[src/rtl/uart_pkg.sv]
// Shared UART definitions: receiver state encoding, default line parameters
// and the clocks-per-bit helper.
package uart_pkg;

  typedef enum logic [2:0] {
    IDLE   = 3'd0,
    START  = 3'd1,
    DATA   = 3'd2,
    PARITY = 3'd3,
    STOP   = 3'd4
  } rx_state_t;

  localparam int DEF_DATA_WIDTH = 8;
  localparam int DEF_BAUD_RATE  = 9600;
  localparam int DEF_CLK_FREQ   = 100_000_000;

  function automatic int pulse_width(input int clk_freq, input int baud);
    return clk_freq / baud;
  endfunction

endpackage

[src/rtl/uart_baud_cnt.sv]
// Bit-period counter: 'half' marks mid-bit after a clear, 'tick' marks the end
// of every full PULSE_WIDTH period.
module uart_baud_cnt #(
  parameter int PULSE_WIDTH = 16
) (
  input  logic clk,
  input  logic rstn,
  input  logic clr,
  output logic half,
  output logic tick
);

  localparam int CW = (PULSE_WIDTH > 1) ? $clog2(PULSE_WIDTH) : 1;
  localparam logic [CW-1:0] LAST = CW'(PULSE_WIDTH - 1);
  localparam logic [CW-1:0] MID  = CW'(PULSE_WIDTH / 2 - 1);

  logic [CW-1:0] cnt_q, cnt_d;

  // Next count: wrap at the last clock of the period, restart on clear.
  always_comb begin
    cnt_d = cnt_q;
    if (clr || (cnt_q == LAST)) begin
      cnt_d = '0;
    end else begin
      cnt_d = cnt_q + CW'(1);
    end
  end

  // Counter register.
  always_ff @(posedge clk) begin
    if (!rstn) begin
      cnt_q <= '0;
    end else begin
      cnt_q <= cnt_d;
    end
  end

  assign half = (cnt_q == MID);
  assign tick = (cnt_q == LAST);

endmodule

[src/rtl/uart_rx.sv]
// UART receiver with valid/ready output and frame-error / overrun pulses.
// Define UART_RX_PARITY_EN to add an even-parity bit and the parity_err port.
module uart_rx
  import uart_pkg::*;
#(
  parameter int DATA_WIDTH = DEF_DATA_WIDTH,
  parameter int BAUD_RATE  = DEF_BAUD_RATE,
  parameter int CLK_FREQ   = DEF_CLK_FREQ
) (
  input  logic                  clk,
  input  logic                  rstn,
  input  logic                  rx_sig,
  output logic [DATA_WIDTH-1:0] data,
  output logic                  valid,
  input  logic                  ready,
  output logic                  frame_err,
  output logic                  overrun
`ifdef UART_RX_PARITY_EN
  ,
  output logic                  parity_err
`endif
);

  localparam int PW = pulse_width(CLK_FREQ, BAUD_RATE);
  localparam int BW = (DATA_WIDTH > 1) ? $clog2(DATA_WIDTH) : 1;
  localparam logic [BW-1:0] LAST_BIT = BW'(DATA_WIDTH - 1);

  logic [1:0]            sync_q, sync_d;
  rx_state_t             state_q, state_d;
  logic [BW-1:0]         bit_q, bit_d;
  logic [DATA_WIDTH-1:0] shift_q, shift_d;
  logic [DATA_WIDTH-1:0] data_q, data_d;
  logic                  valid_q, valid_d;
  logic                  frame_err_q, frame_err_d;
  logic                  overrun_q, overrun_d;
`ifdef UART_RX_PARITY_EN
  logic                  par_bad_q, par_bad_d;
  logic                  parity_err_q, parity_err_d;
`endif
  logic                  rs;
  logic                  clr;
  logic                  half;
  logic                  tick;
  logic                  frame_ok;

  uart_baud_cnt #(.PULSE_WIDTH(PW)) u_baud (
    .clk  (clk),
    .rstn (rstn),
    .clr  (clr),
    .half (half),
    .tick (tick)
  );

  assign rs = sync_q[1];

  // Receive FSM, shifter and output handshake.
  always_comb begin
    sync_d      = {sync_q[0], rx_sig};
    state_d     = state_q;
    bit_d       = bit_q;
    shift_d     = shift_q;
    data_d      = data_q;
    frame_err_d = 1'b0;
    overrun_d   = 1'b0;
    clr         = 1'b0;
`ifdef UART_RX_PARITY_EN
    par_bad_d    = par_bad_q;
    parity_err_d = 1'b0;
    frame_ok     = rs && !par_bad_q;
`else
    frame_ok     = rs;
`endif
    if (valid_q && ready) begin
      valid_d = 1'b0;
    end else begin
      valid_d = valid_q;
    end

    case (state_q)
      IDLE: begin
        if (!rs) begin
          state_d = START;
          clr     = 1'b1;
        end else begin
          state_d = IDLE;
        end
      end
      START: begin
        if (half) begin
          if (!rs) begin
            state_d = DATA;
            clr     = 1'b1;
            bit_d   = '0;
          end else begin
            state_d = IDLE;
          end
        end else begin
          state_d = START;
        end
      end
      DATA: begin
        if (tick) begin
          shift_d = {rs, shift_q[DATA_WIDTH-1:1]};
          if (bit_q == LAST_BIT) begin
`ifdef UART_RX_PARITY_EN
            state_d = PARITY;
`else
            state_d = STOP;
`endif
          end else begin
            bit_d = bit_q + BW'(1);
          end
        end else begin
          state_d = DATA;
        end
      end
`ifdef UART_RX_PARITY_EN
      PARITY: begin
        if (tick) begin
          par_bad_d = ^{shift_q, rs};
          state_d   = STOP;
        end else begin
          state_d = PARITY;
        end
      end
`endif
      STOP: begin
        if (tick) begin
          state_d     = IDLE;
          frame_err_d = !rs;
`ifdef UART_RX_PARITY_EN
          parity_err_d = par_bad_q;
`endif
          // A completed byte is kept only if the output slot is free this cycle.
          if (frame_ok) begin
            if (!valid_q || ready) begin
              data_d  = shift_q;
              valid_d = 1'b1;
            end else begin
              overrun_d = 1'b1;
            end
          end else begin
            data_d = data_q;
          end
        end else begin
          state_d = STOP;
        end
      end
      default: begin
        state_d = IDLE;
      end
    endcase
  end

  // State and output registers.
  always_ff @(posedge clk) begin
    if (!rstn) begin
      sync_q       <= 2'b11;
      state_q      <= IDLE;
      bit_q        <= '0;
      shift_q      <= '0;
      data_q       <= '0;
      valid_q      <= 1'b0;
      frame_err_q  <= 1'b0;
      overrun_q    <= 1'b0;
`ifdef UART_RX_PARITY_EN
      par_bad_q    <= 1'b0;
      parity_err_q <= 1'b0;
`endif
    end else begin
      sync_q       <= sync_d;
      state_q      <= state_d;
      bit_q        <= bit_d;
      shift_q      <= shift_d;
      data_q       <= data_d;
      valid_q      <= valid_d;
      frame_err_q  <= frame_err_d;
      overrun_q    <= overrun_d;
`ifdef UART_RX_PARITY_EN
      par_bad_q    <= par_bad_d;
      parity_err_q <= parity_err_d;
`endif
    end
  end

  assign data      = data_q;
  assign valid     = valid_q;
  assign frame_err = frame_err_q;
  assign overrun   = overrun_q;
`ifdef UART_RX_PARITY_EN
  assign parity_err = parity_err_q;
`endif

endmodule

[config.mk]
export PLATFORM = sky130hd
export DESIGN_NAME = uart_rx
export DESIGN_NICKNAME = d
export VERILOG_FILES = /design/src/rtl/uart_pkg.sv /design/src/rtl/uart_baud_cnt.sv /design/src/rtl/uart_rx.sv
export SDC_FILE = /design/constraint.sdc
export NUM_CORES = 1
export LEC_CHECK = 0
export ABC_AREA = 1
export ABC_CLOCK_PERIOD_IN_PS = 1540
export CORE_ASPECT_RATIO = 1.4
export CORE_MARGIN = 2
export CORE_UTILIZATION = 34
export CTS_CLUSTER_DIAMETER = 30
export DETAILED_ROUTE_END_ITERATION = 8
export MAX_ROUTING_LAYER = met4
export SYNTH_ARGS = -nofsm -noshare
export SYNTH_HDL_FRONTEND = slang
export SYNTH_SLANG_ARGS = --single-unit
export TNS_END_PERCENT = 50
[constraint.sdc]
create_clock -name clk -period 1.54 [get_ports clk]
set_input_delay 0.462 -clock clk [delete_from_list [all_inputs] [get_ports clk]]
set_output_delay 0.462 -clock clk [all_outputs]
set_load 0.005 [all_outputs]
Word-level counts from Yosys, hierarchy flattened
Index checks and enable logic that the tools add are counted.

Register bits after elaboration: 41. Input port bits: 4. Output and inout bits: 11. Word-level logic and storage cells: 57.

Add/sub/neg operators: 2. Equal/unequal tests: 11. Multiplexer cells: 21. Bitwise operators: 1. Reduce and logical (&&, ||, !) cells: 13.

Operators by type and width (count): 2-to-1 mux 3 bit (8); adder 14 x 1 -> 14 bit (second input constant) (1); == test 14 x 13 -> 1 bit (second input constant) (1); == test 14 bit (second input constant) (1); one-hot mux 3 bit (4 select lines) (1); 2-to-1 mux 1 bit (9); != test 2 bit (second input constant) (4); AND reduction 4 bit (2); == test 3 bit (second input constant) (2); one-hot mux 3 bit (2 select lines) (1); AND reduction 5 bit (1); adder 3 x 1 -> 3 bit (second input constant) (1); == test 3 x 1 -> 1 bit (second input constant) (1); == test 3 x 2 -> 1 bit (second input constant) (1); logical NOT 3 bit (1); != test 3 bit (second input constant) (1); AND reduction 3 bit (1); logical NOT 1 bit (2); logical OR 1 bit (2); 2-to-1 mux 2 bit (1); one-hot mux 1 bit (2 select lines) (1); AND reduction 2 bit (1); nonzero test 2 bit (1); OR reduction 2 bit (1); other kinds (2) (2).

Longest topological paths before layout
Gate-level depths: netlist of run 1.

Word-level depth: 6. Gate-level depth with buffers: 10. Gate-level depth less buffers: 10.

Modules after synthesis
Synthesis of run 1 repeated with hierarchy kept, for this count alone.

Cells, all modules: 257. Area total of the unflattened synthesis: 1919.3 µm².

By module, submodules not included: uart_rx (instances 1, cells an instance 140, area an instance 1118.6 µm², seq. area each 540.5 µm²); uart_baud_cnt (instances 1, cells an instance 117, area an instance 800.8 µm², seq. area each 280.3 µm²).

Least setup slack after synthesis of run 1
No wires, ideal clock.

Kind: flip-flop to flip-flop. Start: reg u_baud.cnt_q[0]. End: reg shift_q[0]. Setup time: 0.132 ns. Arrival: 1.319 ns. Data required time: 1.408 ns. Setup slack: 0.089 ns. Stages on the path, launching flop included: 9. Buffers on the path: 0. Clock period less this slack: 1.451 ns. Cells stage by stage: dfxtp_1 > ha_1 > nand2_1 > nor2_1 > nand4_1 > nor2_4 > nand2_1 > nand2_1 > a21oi_1.

Cells in the longest elaborated chain, start to end: 2.

RTL lines: from (decl) (RTL line uart_baud_cnt.sv:17) `logic [CW-1:0] cnt_q, cnt_d;`; from (signal assigned) (RTL line uart_baud_cnt.sv:34) `cnt_q <= cnt_d;`; == test 14 bit (RTL line uart_baud_cnt.sv:39) `assign tick = (cnt_q == LAST);`; AND reduction 2 bit (no source line); to (signal assigned) (RTL line uart_rx.sv:174) `shift_q <= shift_d;`; to (decl) (RTL line uart_rx.sv:31) `logic [DATA_WIDTH-1:0] shift_q, shift_d;`.

Every way passes these cells. A chain may end at the register's enable or synchronous reset.

Worst setup path after layout of run 1
Start: reg u_baud.cnt_q[0]. End: reg shift_q[5].

Same word-level chain as after synthesis.

==> results.json, run 1 <==
{
  "finalHoldViolCount": 0,
  "wirelength_mm": 4.40,
  "critPathKind": "flop to flop",
  "ant_nets": 0,
  "finalMaxSlewViolations": 0,
  "num_rows": 32,
  "fin_crit_ns": 1.54,
  "port_buffers": 14,
  "fin_cells": 376,
  "place_area_mm2": 0.00224,
  "antenna_found_initial": 0,
  "gr-usage-all-layers_pct": 16.7,
  "synth_xor_area_share_pct": 0.918,
  "start_util_pct": 35.0,
  "fill_cells": 593,
  "failed_checks": "setup timing",
  "timing.final.crit_share_pct": 100,
  "synth_fa_ha_area_share_pct": 1.97,
  "finalInstanceArea_mm2": 0.00247,
  "ios": 15,
  "cts_root_buf": "clkbuf_8",
  "hp-class": "flop to flop",
  "avgSynthCellArea_um2": 6.99,
  "cts_hold_buf": 0,
  "finalSetupTns_ns": -0.00756,
  "seq_area_frac_synth_pct": 43.0,
  "clock_latency_ns": 0.29,
  "cts.sink_count": 41,
  "cp_max_fo": 8,
  "worstPathCellList": "ha_4 -> nand2_2 -> nor2_2 -> nand4_1 -> nor2_4 -> buf_6 -> nand2_8 -> nand2_2 -> a21oi_1",
  "cp_common_cell": "nand2_2",
  "power_mw": 2.04,
  "syn_inst": 273,
  "p_leak_nw": 0.977,
  "yosys.area_share.simple_pct": 39.1,
  "multi_input_area_mm2": 0.00102,
  "dpl.hpwl_mm": 3.29,
  "via_per_inst": 4.82,
  "status": "finished, violations left",
  "grt_pass1_vias": 1777,
  "timing.fmax_mhz": 648,
  "vias": 1811,
  "muxShareOfSynthArea_pct": 0,
  "first_pass_iters": 5,
  "seqCellArea_um2": 830,
  "ys_ff_latch": 41,
  "numCtsBuffers": 5,
  "setup_viol": 4,
  "grt_max_degree": 25,
  "rsz0062_at_grt": "yes",
  "cts_max_level": 2,
  "syn_nets": 280,
  "netlist_top_cells_area": "dfxtp_1, nand2_1, nor2_1",
  "synth.distinct_cells": 22,
  "antenna_cells": 0,
  "tightest_slew_ns": 0.338,
  "vdd.ir_drop.worst_uv": 525,
  "yosysWarnings": 0,
  "first_iter_violations": 129,
  "cts_tree": "built",
  "synth_area_mm2": 0.00191,
  "remaining_drc_errors": 0,
  "crit_path_max_incr_delay_ns": 0.36,
  "critPathRequiredTime_ns": 1.72,
  "drive_gt1_share_pct": 21.1,
  "drt-wirelength-per-cell_um": 11.7,
  "grt_first_pass_wirelength_mm": 7.78,
  "nets": 315,
  "pre_cts_slack_ns": -0.154,
  "synth.most_common_cell": "nand2_1",
  "synthFlopType": "dfxtp_1",
  "die_h_um": 92.6,
  "final_core_util_pct": 45.3,
  "crit_slowest_cell": "dfxtp_2",
  "synth_edf_count": 0,
  "holdWs_ns": 0.422,
  "grt-ovfl-total": 0,
  "drv_cap": 0,
  "critPathArrivalTime_ns": 1.72,
  "dieArea_mm2": 0.00624,
  "critPathLaunchType": "flop",
  "clkTransAtPathRegs_ns": 0.08,
  "synth_async_sr_flop_share_pct": 0,
  "yosys.area.top_type": "dfxtp_1",
  "end_kind": "flop",
  "powerDensity_mw_per_mm2": 825,
  "cts_max_path_buffers": 2,
  "setup_ws_ns": -0.00418,
  "synthToLayoutAreaGrowth_pct": 29.3,
  "maxSlewHeadroom_pct": 77.4,
  "synth_top_family_by_area": "simple AND/OR/NAND/NOR gates",
  "synth_commonest_cells": "nand2_1, dfxtp_1, nor2_1",
  "place_congestion": 0.853,
  "synth_top_cell_area_share_pct": 43.0,
  "synth_compound_area_share_pct": 6.89,
  "place_inst": 366,
  "skew_ns": 0.00974,
  "die_w_um": 67.3,
  "coreArea_mm2": 0.00545
}
-- registers in the layout (all words and copies together), names as in the netlist, 2 cells and up --
| register | count |
|---|---|
| u_baud.cnt_q | 14 |
| data | 8 |
| shift_q | 8 |
| bit_q | 3 |
| state_q | 3 |
| sync_q | 2 |
-- worst paths after layout --
path / startpoint / end / slack, ns / cells past startpoint
setup reg to reg: u_baud.cnt_q[0] / shift_q[5] / -0.004 / 9
hold reg to reg: sync_q[0] / sync_q[1] / 0.42 / 1
hold / removal: sync_q[0] / sync_q[1] / 0.42 / 1
setup / recovery: u_baud.cnt_q[0] / shift_q[5] / -0.004 / 9
-- power breakdown --
part | internal, mW | total, mW | switching, mW
registers | 1.08 | 1.09 | 0.0130
clock network | 0.471 | 0.845 | 0.373
logic | 0.0469 | 0.102 | 0.0551
-- cell usage in the layout, fill, tap and decap left out, drive strengths merged --
cell type / Yosys / routed
or2: 3 / 3
xor2: 2 / 2
o21ai: 1 / 1
a31oi: 1 / 1
bufinv: 0 / 1
clkinv: 0 / 1
nand3: 25 / 25
nand2: 64 / 64
inv: 33 / 33
nor2: 41 / 41
nor3b: 4 / 4
dlygate4sd2: 0 / 11
nand4: 18 / 18
buf: 2 / 20
ha: 3 / 3
clkdlybuf4s50: 0 / 3
a21oi: 24 / 24
dfxtp: 41 / 41
clkbuf: 4 / 5
nor3: 7 / 7
-- final cells by class --
class / count / share of cell area [%]
Clock inverter: 2 / 1.42
Multi-Input combinational cell: 193 / 41.4
Sequential cell: 41 / 33.6
Clock buffer: 5 / 2.79
Inverter: 33 / 5.02
Tap cell: 68 / 3.45
Timing Repair Buffer: 34 / 12.3
-- routing by layer --
layer / track usage, % / part of all wire (%)
met1: 17.6 / 41
met2: 30.3 / 54
met3: 4.13 / 3.2
met4: 4.59 / 1.6
met5: - / 0
-- logic make-up after synthesis --
| kind of cell | count (synthesis) |
|---|---|
| DFF | 41 |
| buffers and inverters | 39 |
| xor gates and xnor gates | 2 |
| adders and majority gates | 3 |
| AOI/OAI and AO/OA | 26 |
| and+or+nand+nor | 162 |
-- critical path: cells and delay by family, from the launching register on --
family          cells  cell delay, ns
compound gates      1            0.05
fa+ha+maj           1            0.16
buf+inv             1            0.16
flops               1            0.36
simple gates        6            0.70
-- timing repair --
item / CTS / global route
buffers inserted: 1 / 1
cloned: 1 / 0
setup endpoints to repair: 31 / 24
resized for setup: 36 / 10
pin swaps: 12 / 4
(Power assumes the default switching activity.)
==> run 2, diff against run 1 <==
--- a/config.mk
+++ b/config.mk
@@ -6,13 +6,14 @@
 export NUM_CORES = 1
 export LEC_CHECK = 0
 export ABC_AREA = 1
-export ABC_CLOCK_PERIOD_IN_PS = 1540
+export ABC_CLOCK_PERIOD_IN_PS = 1700
 export CORE_ASPECT_RATIO = 1.4
 export CORE_MARGIN = 2
 export CORE_UTILIZATION = 34
 export CTS_CLUSTER_DIAMETER = 30
 export DETAILED_ROUTE_END_ITERATION = 8
 export MAX_ROUTING_LAYER = met4
+export PLACE_DENSITY = 0.55
 export SYNTH_ARGS = -nofsm -noshare
 export SYNTH_HDL_FRONTEND = slang
 export SYNTH_SLANG_ARGS = --single-unit
==> constraint.sdc (replaced) <==
create_clock -name clk -period 1.7 [get_ports clk]
set_input_delay 0.51 -clock clk [delete_from_list [all_inputs] [get_ports clk]]
set_output_delay 0.51 -clock clk [all_outputs]
set_load 0.005 [all_outputs]
==> run 2 against run 1 <==
  * The run now ends clean
  * Clock skew hardly changed
  * Sequential power shrank 9.5%
  * Clock power increased by 12%
  * Via count is 4.5% lower
  * Sequential share of layout area up 0.70 points
  * Utilization shrank 1.3 points
  * Clock-buffer cell count unchanged
  * Power is 1.0% lower
  * Cell area fell by 2.8%
  * Critical endpoint is now data[5]
==> results.json, run 2 (synthesis results as in run 1) <==
{
  "critPathKind": "flop to output pin",
  "drt-wirelength-per-cell_um": 11.3,
  "rsz0062_at_grt": "no",
  "ios": 15,
  "die_w_um": 67.3,
  "crit_slowest_cell": "clkdlybuf4s50_1",
  "seqCellArea_um2": 823,
  "path_delay_family": "buffers and inverters",
  "power.switching_uw": 412,
  "p_int_mw": 1.60,
  "top_register": "u_baud.cnt_q",
  "switching_share_pct": 20.4,
  "setup_ws_ns": 0.0508,
  "skew_ns": 0.00991,
  "multi_input_area_um2": 967,
  "p_leak_nw": 0.925,
  "port_buffers": 14,
  "vias": 1729,
  "die_h_um": 92.6,
  "pre_cts_slack_ns": -0.0245,
  "first_pass_iters": 4,
  "dieArea_mm2": 0.00624,
  "timing.final.crit_share_pct": 97.0,
  "finalMaxSlewViolations": 0,
  "setup_viol": 0,
  "tightest_slew_ns": 0.279,
  "nets": 306,
  "vdd.ir_drop.worst_uv": 385,
  "cts_max_level": 2,
  "cts_root_buf": "clkbuf_8",
  "grt_pass1_vias": 1686,
  "finalHoldViolCount": 0,
  "numCtsBuffers": 5,
  "grt_first_pass_wirelength_mm": 7.18,
  "worstPathCellList": "clkdlybuf4s50_1",
  "hp-class": "flop to flop",
  "drv_cap": 0,
  "comb_power_share_pct": 4.1,
  "end_kind": "output pin",
  "critPathRequiredTime_ns": 1.19,
  "layout_common_cells": "nand2_1, dfxtp_1, nor2_1",
  "grt-ovfl-total": 0,
  "postCtsSetupBuffers": 0,
  "cts_hold_buf": 0,
  "largest_reg_flops": 14,
  "antenna_found_initial": 0,
  "synthToLayoutAreaGrowth_pct": 25.7,
  "cts_tree": "built",
  "maxSlewHeadroom_pct": 81.3,
  "cts.sink_count": 41,
  "ant_nets": 0,
  "antenna_cells": 0,
  "timing.fmax_mhz": 606,
  "start_util_pct": 35.0,
  "first_iter_violations": 111,
  "place_congestion": 0.826,
  "via_per_inst": 4.70,
  "critPathLaunchType": "flop",
  "num_rows": 32,
  "coreArea_mm2": 0.00545,
  "dpl.hpwl_mm": 3.14,
  "cts_max_path_buffers": 2,
  "clkTransAtPathRegs_ns": 0.08,
  "drive_gt1_share_pct": 12.7,
  "cp_max_fo": 2,
  "crit_path_max_incr_delay_ns": 0.51,
  "power_mw": 2.02,
  "critPathArrivalTime_ns": 1.14,
  "p_seq_share_pct": 48.9,
  "gr-usage-all-layers_pct": 15.4,
  "clock_latency_ns": 0.30,
  "wirelength_mm": 4.16,
  "fill_cells": 576,
  "fin_crit_ns": 1.65,
  "layout_commonest_cell": "nand2_1",
  "remaining_drc_errors": 0,
  "crit_buf_inv": 1,
  "p_clk_share_pct": 46.9,
  "grt_max_degree": 25,
  "status": "completed",
  "powerDensity_mw_per_mm2": 840
}
run 2: routing by layer:
metal | vias to the layer above | global-route usage (%) | part of all wire (%)
met5 | - | - | 0
met2 | 19 | 27.6 | 53
met1 | 763 | 15.9 | 43
met3 | 4 | 4.01 | 2.8
met4 | 0 | 5.10 | 1.3
li1 | 943 | - | -
run 2: what timing repair did:
action / CTS / global route
endpoints found under the setup margin: 0 / 23
hold endpoints to repair: 0 / 0
resized for setup: 0 / 15
run 2: worst paths after layout:
path	start	slack [ns]	end	cells past startpoint
max reg2reg	u_baud.cnt_q[0]	0.14	data[4]	8
max	data[5]	0.05	data[5]	1
min	sync_q[0]	0.42	sync_q[1]	1
min reg2reg	sync_q[0]	0.42	sync_q[1]	1
run 2: power by group through the flow:
stage	sequential [mW]	combinational (mW)	clock, mW
after global routing	0.988	0.0965	1.01
after detailed placement	1.01	0.0816	0
after global placement	1.01	0.0817	0
after floorplan	1.00	0.0518	0
final	0.986	0.0836	0.945
after CTS	0.983	0.0821	0.974
run 2: area by class of cell:
cell class | count | share of cell area [%]
clock buffer | 5 | 2.87
clock inverter | 3 | 2.87
inverter | 33 | 5.16
multi-input combinational | 193 | 40.3
sequential | 41 | 34.3
tap | 68 | 3.55
timing repair buffer | 25 | 10.9
run 2: worst reg2reg max path, delay by kind of cell (launching register included):
kind | cells | cell delay (ns)
flops | 1 | 0.36
buf+inv | 1 | 0.16
compound gates | 1 | 0.15
simple gates | 5 | 0.68
fa+ha+maj | 1 | 0.15
run 2: metrics by stage:
stage / setup TNS (ns) / hold slack [ns] / area, µm² / utilization [%] / instances
2_1_floorplan: 0 / 0.393 / 1910 / - / 273
3_3_place_gp: -0.0384 / 0.407 / 2200 / 40.4 / 359
3_5_place_dp: -0.182 / 0.410 / 2200 / 40.4 / 359
4_1_cts: 0 / 0.431 / 2340 / 43.0 / 367
5_1_grt: 0 / 0.453 / 2400 / 44.0 / 368
6_report: 0 / 0.422 / 2400 / 44.0 / 368
==> run 3, diff against run 2 <==
--- a/config.mk
+++ b/config.mk
@@ -8,12 +8,12 @@
 export ABC_AREA = 1
 export ABC_CLOCK_PERIOD_IN_PS = 1700
 export CORE_ASPECT_RATIO = 1.4
-export CORE_MARGIN = 2
 export CORE_UTILIZATION = 34
 export CTS_CLUSTER_DIAMETER = 30
 export DETAILED_ROUTE_END_ITERATION = 8
 export MAX_ROUTING_LAYER = met4
 export PLACE_DENSITY = 0.55
+export SKIP_LAST_GASP = 1
 export SYNTH_ARGS = -nofsm -noshare
 export SYNTH_HDL_FRONTEND = slang
 export SYNTH_SLANG_ARGS = --single-unit
==> run 3 against run 2 <==
  * Sequential share of layout area rose by 0.35 points
  * Critical path depth did not move
  * Cell area fell by 1.1%
  * Critical path type unchanged
  * Worst hold slack improved by 0.0098 ns
  * Flip-flop and latch count did not move
  * Via count rose by 1.6%
==> results.json, run 3 (synthesis results as in run 1) <==
{
  "port_buffers": 14,
  "powerDensity_mw_per_mm2": 797,
  "rsz0062_at_grt": "yes",
  "crit_path_max_incr_delay_ns": 0.51,
  "critPathKind": "flop to output pin",
  "layout_common_cells": "nand2_1, dfxtp_1, nor2_1",
  "tightest_slew_ns": 0.265,
  "setup_viol": 0,
  "cts.sink_count": 41,
  "maxSlewHeadroom_pct": 82.3,
  "timing.final.crit_share_pct": 97.3,
  "coreArea_mm2": 0.00528,
  "cp.depth": 1,
  "crit_buf_inv": 1,
  "grt_first_pass_wirelength_mm": 7.18,
  "crit_slowest_cell": "clkdlybuf4s50_1",
  "cp-endpoint": "data[2]",
  "ios": 15,
  "end_kind": "output pin",
  "die_h_um": 90.6,
  "rr_worst_depth": 9,
  "start_util_pct": 36.2,
  "grt-ovfl-total": 0,
  "largest_reg_flops": 14,
  "critPathArrivalTime_ns": 1.14,
  "critPathLaunchType": "flop",
  "cts_hold_buf": 0,
  "dieArea_mm2": 0.00592,
  "gr-usage-all-layers_pct": 16.0,
  "synthToLayoutAreaGrowth_pct": 24.3,
  "vias": 1757,
  "clock_latency_ns": 0.29,
  "num_rows": 31,
  "vdd.ir_drop.worst_uv": 410,
  "finalMaxSlewViolations": 0,
  "first_pass_iters": 4,
  "seqCellArea_um2": 822,
  "cts_max_path_buffers": 2,
  "remaining_drc_errors": 0,
  "r2r_slack_ns": 0.14,
  "finalHoldViolCount": 0,
  "antenna_cells": 0,
  "worstPathCellList": "clkdlybuf4s50_1",
  "first_iter_violations": 119,
  "place_congestion": 0.806,
  "cts_max_level": 2,
  "crit-reg2reg-launch": "u_baud.cnt_q[1]",
  "cts_tree": "built",
  "fin_crit_ns": 1.65,
  "timing.fmax_mhz": 605,
  "antenna_found_initial": 0,
  "ant_nets": 0,
  "crit_start": "data[2]",
  "fill_cells": 568,
  "cp_max_fo": 2,
  "cts_root_buf": "clkbuf_8",
  "drive_gt1_share_pct": 13.6,
  "wirelength_mm": 4.15,
  "nets": 308,
  "dpl.hpwl_mm": 3.16,
  "setup_ws_ns": 0.0458,
  "hp-class": "flop to flop",
  "numCtsBuffers": 5,
  "grt_pass1_vias": 1647,
  "critPathRequiredTime_ns": 1.19,
  "multi_input_area_um2": 968,
  "layout_commonest_cell": "nand2_1",
  "grt_max_degree": 25,
  "pre_cts_slack_ns": -0.0864,
  "top_register": "u_baud.cnt_q",
  "status": "completed",
  "path_delay_family": "buffers and inverters",
  "p_leak_nw": 0.885,
  "drv_cap": 0,
  "skew_ns": 0.00856,
  "r2r-end": "data[2]",
  "die_w_um": 65.3,
  "final_core_util_pct": 44.9,
  "clkTransAtPathRegs_ns": 0.08,
  "drt-wirelength-per-cell_um": 11.3,
  "via_per_inst": 4.77
}
[run 3: final cells by class]
cell class | count | share of cell area [%]
Clock inverter | 2 | 1.58
Tap cell | 66 | 3.48
Clock buffer | 6 | 3.48
Sequential cell | 41 | 34.7
Timing Repair Buffer | 27 | 10.7
Multi-Input combinational cell | 193 | 40.8
Inverter | 33 | 5.22
[run 3: power by group]
group / switching, mW / total [mW] / internal (mW)
logic: 0.0459 / 0.0817 / 0.0358
registers: 0.0118 / 0.986 / 0.974
clock network: 0.344 / 0.822 / 0.478
[run 3: what timing repair did]
action | 4_1_cts | 5_1_grt
gates resized for setup | 0 | 11
endpoints found under the hold margin | 0 | 0
endpoints found under the setup margin | 0 | 21
buffers inserted | 0 | 3
[run 3: per-stage QoR]
| step | area (µm²) | hold WS (ns) | setup TNS, ns | power, mW | instances |
|---|---|---|---|---|---|
| detailed placement | 2190 | 0.407 | -0.452 | 1.09 | 357 |
| floorplan | 1910 | 0.393 | 0 | 1.06 | 273 |
| finish | 2370 | 0.432 | 0 | 1.89 | 368 |
| global placement | 2190 | 0.405 | -0.244 | 1.09 | 357 |
| CTS | 2310 | 0.434 | 0 | 1.91 | 365 |
| global route | 2370 | 0.463 | -0.0102 | 1.97 | 368 |
[run 3: worst min path at each step]
stage               cells past startpoint      start  slack, ns         to
floorplan                               1  sync_q[0]       0.39  sync_q[1]
global placement                        1  sync_q[0]       0.41  sync_q[1]
detailed placement                      1  sync_q[0]       0.41  sync_q[1]
CTS                                     1  sync_q[0]       0.43  sync_q[1]
global route                            1  sync_q[0]       0.46  sync_q[1]
finish                                  1  sync_q[0]       0.43  sync_q[1]
[run 3: routing by layer]
layer / vias up / wire length (µm) / track usage, %
met5: - / 0 / -
met1: 783 / 1770 / 16.8
li1: 946 / - / -
met2: 21 / 2230 / 28.4
met3: 7 / 85 / 3.41
met4: 0 / 65 / 5.98
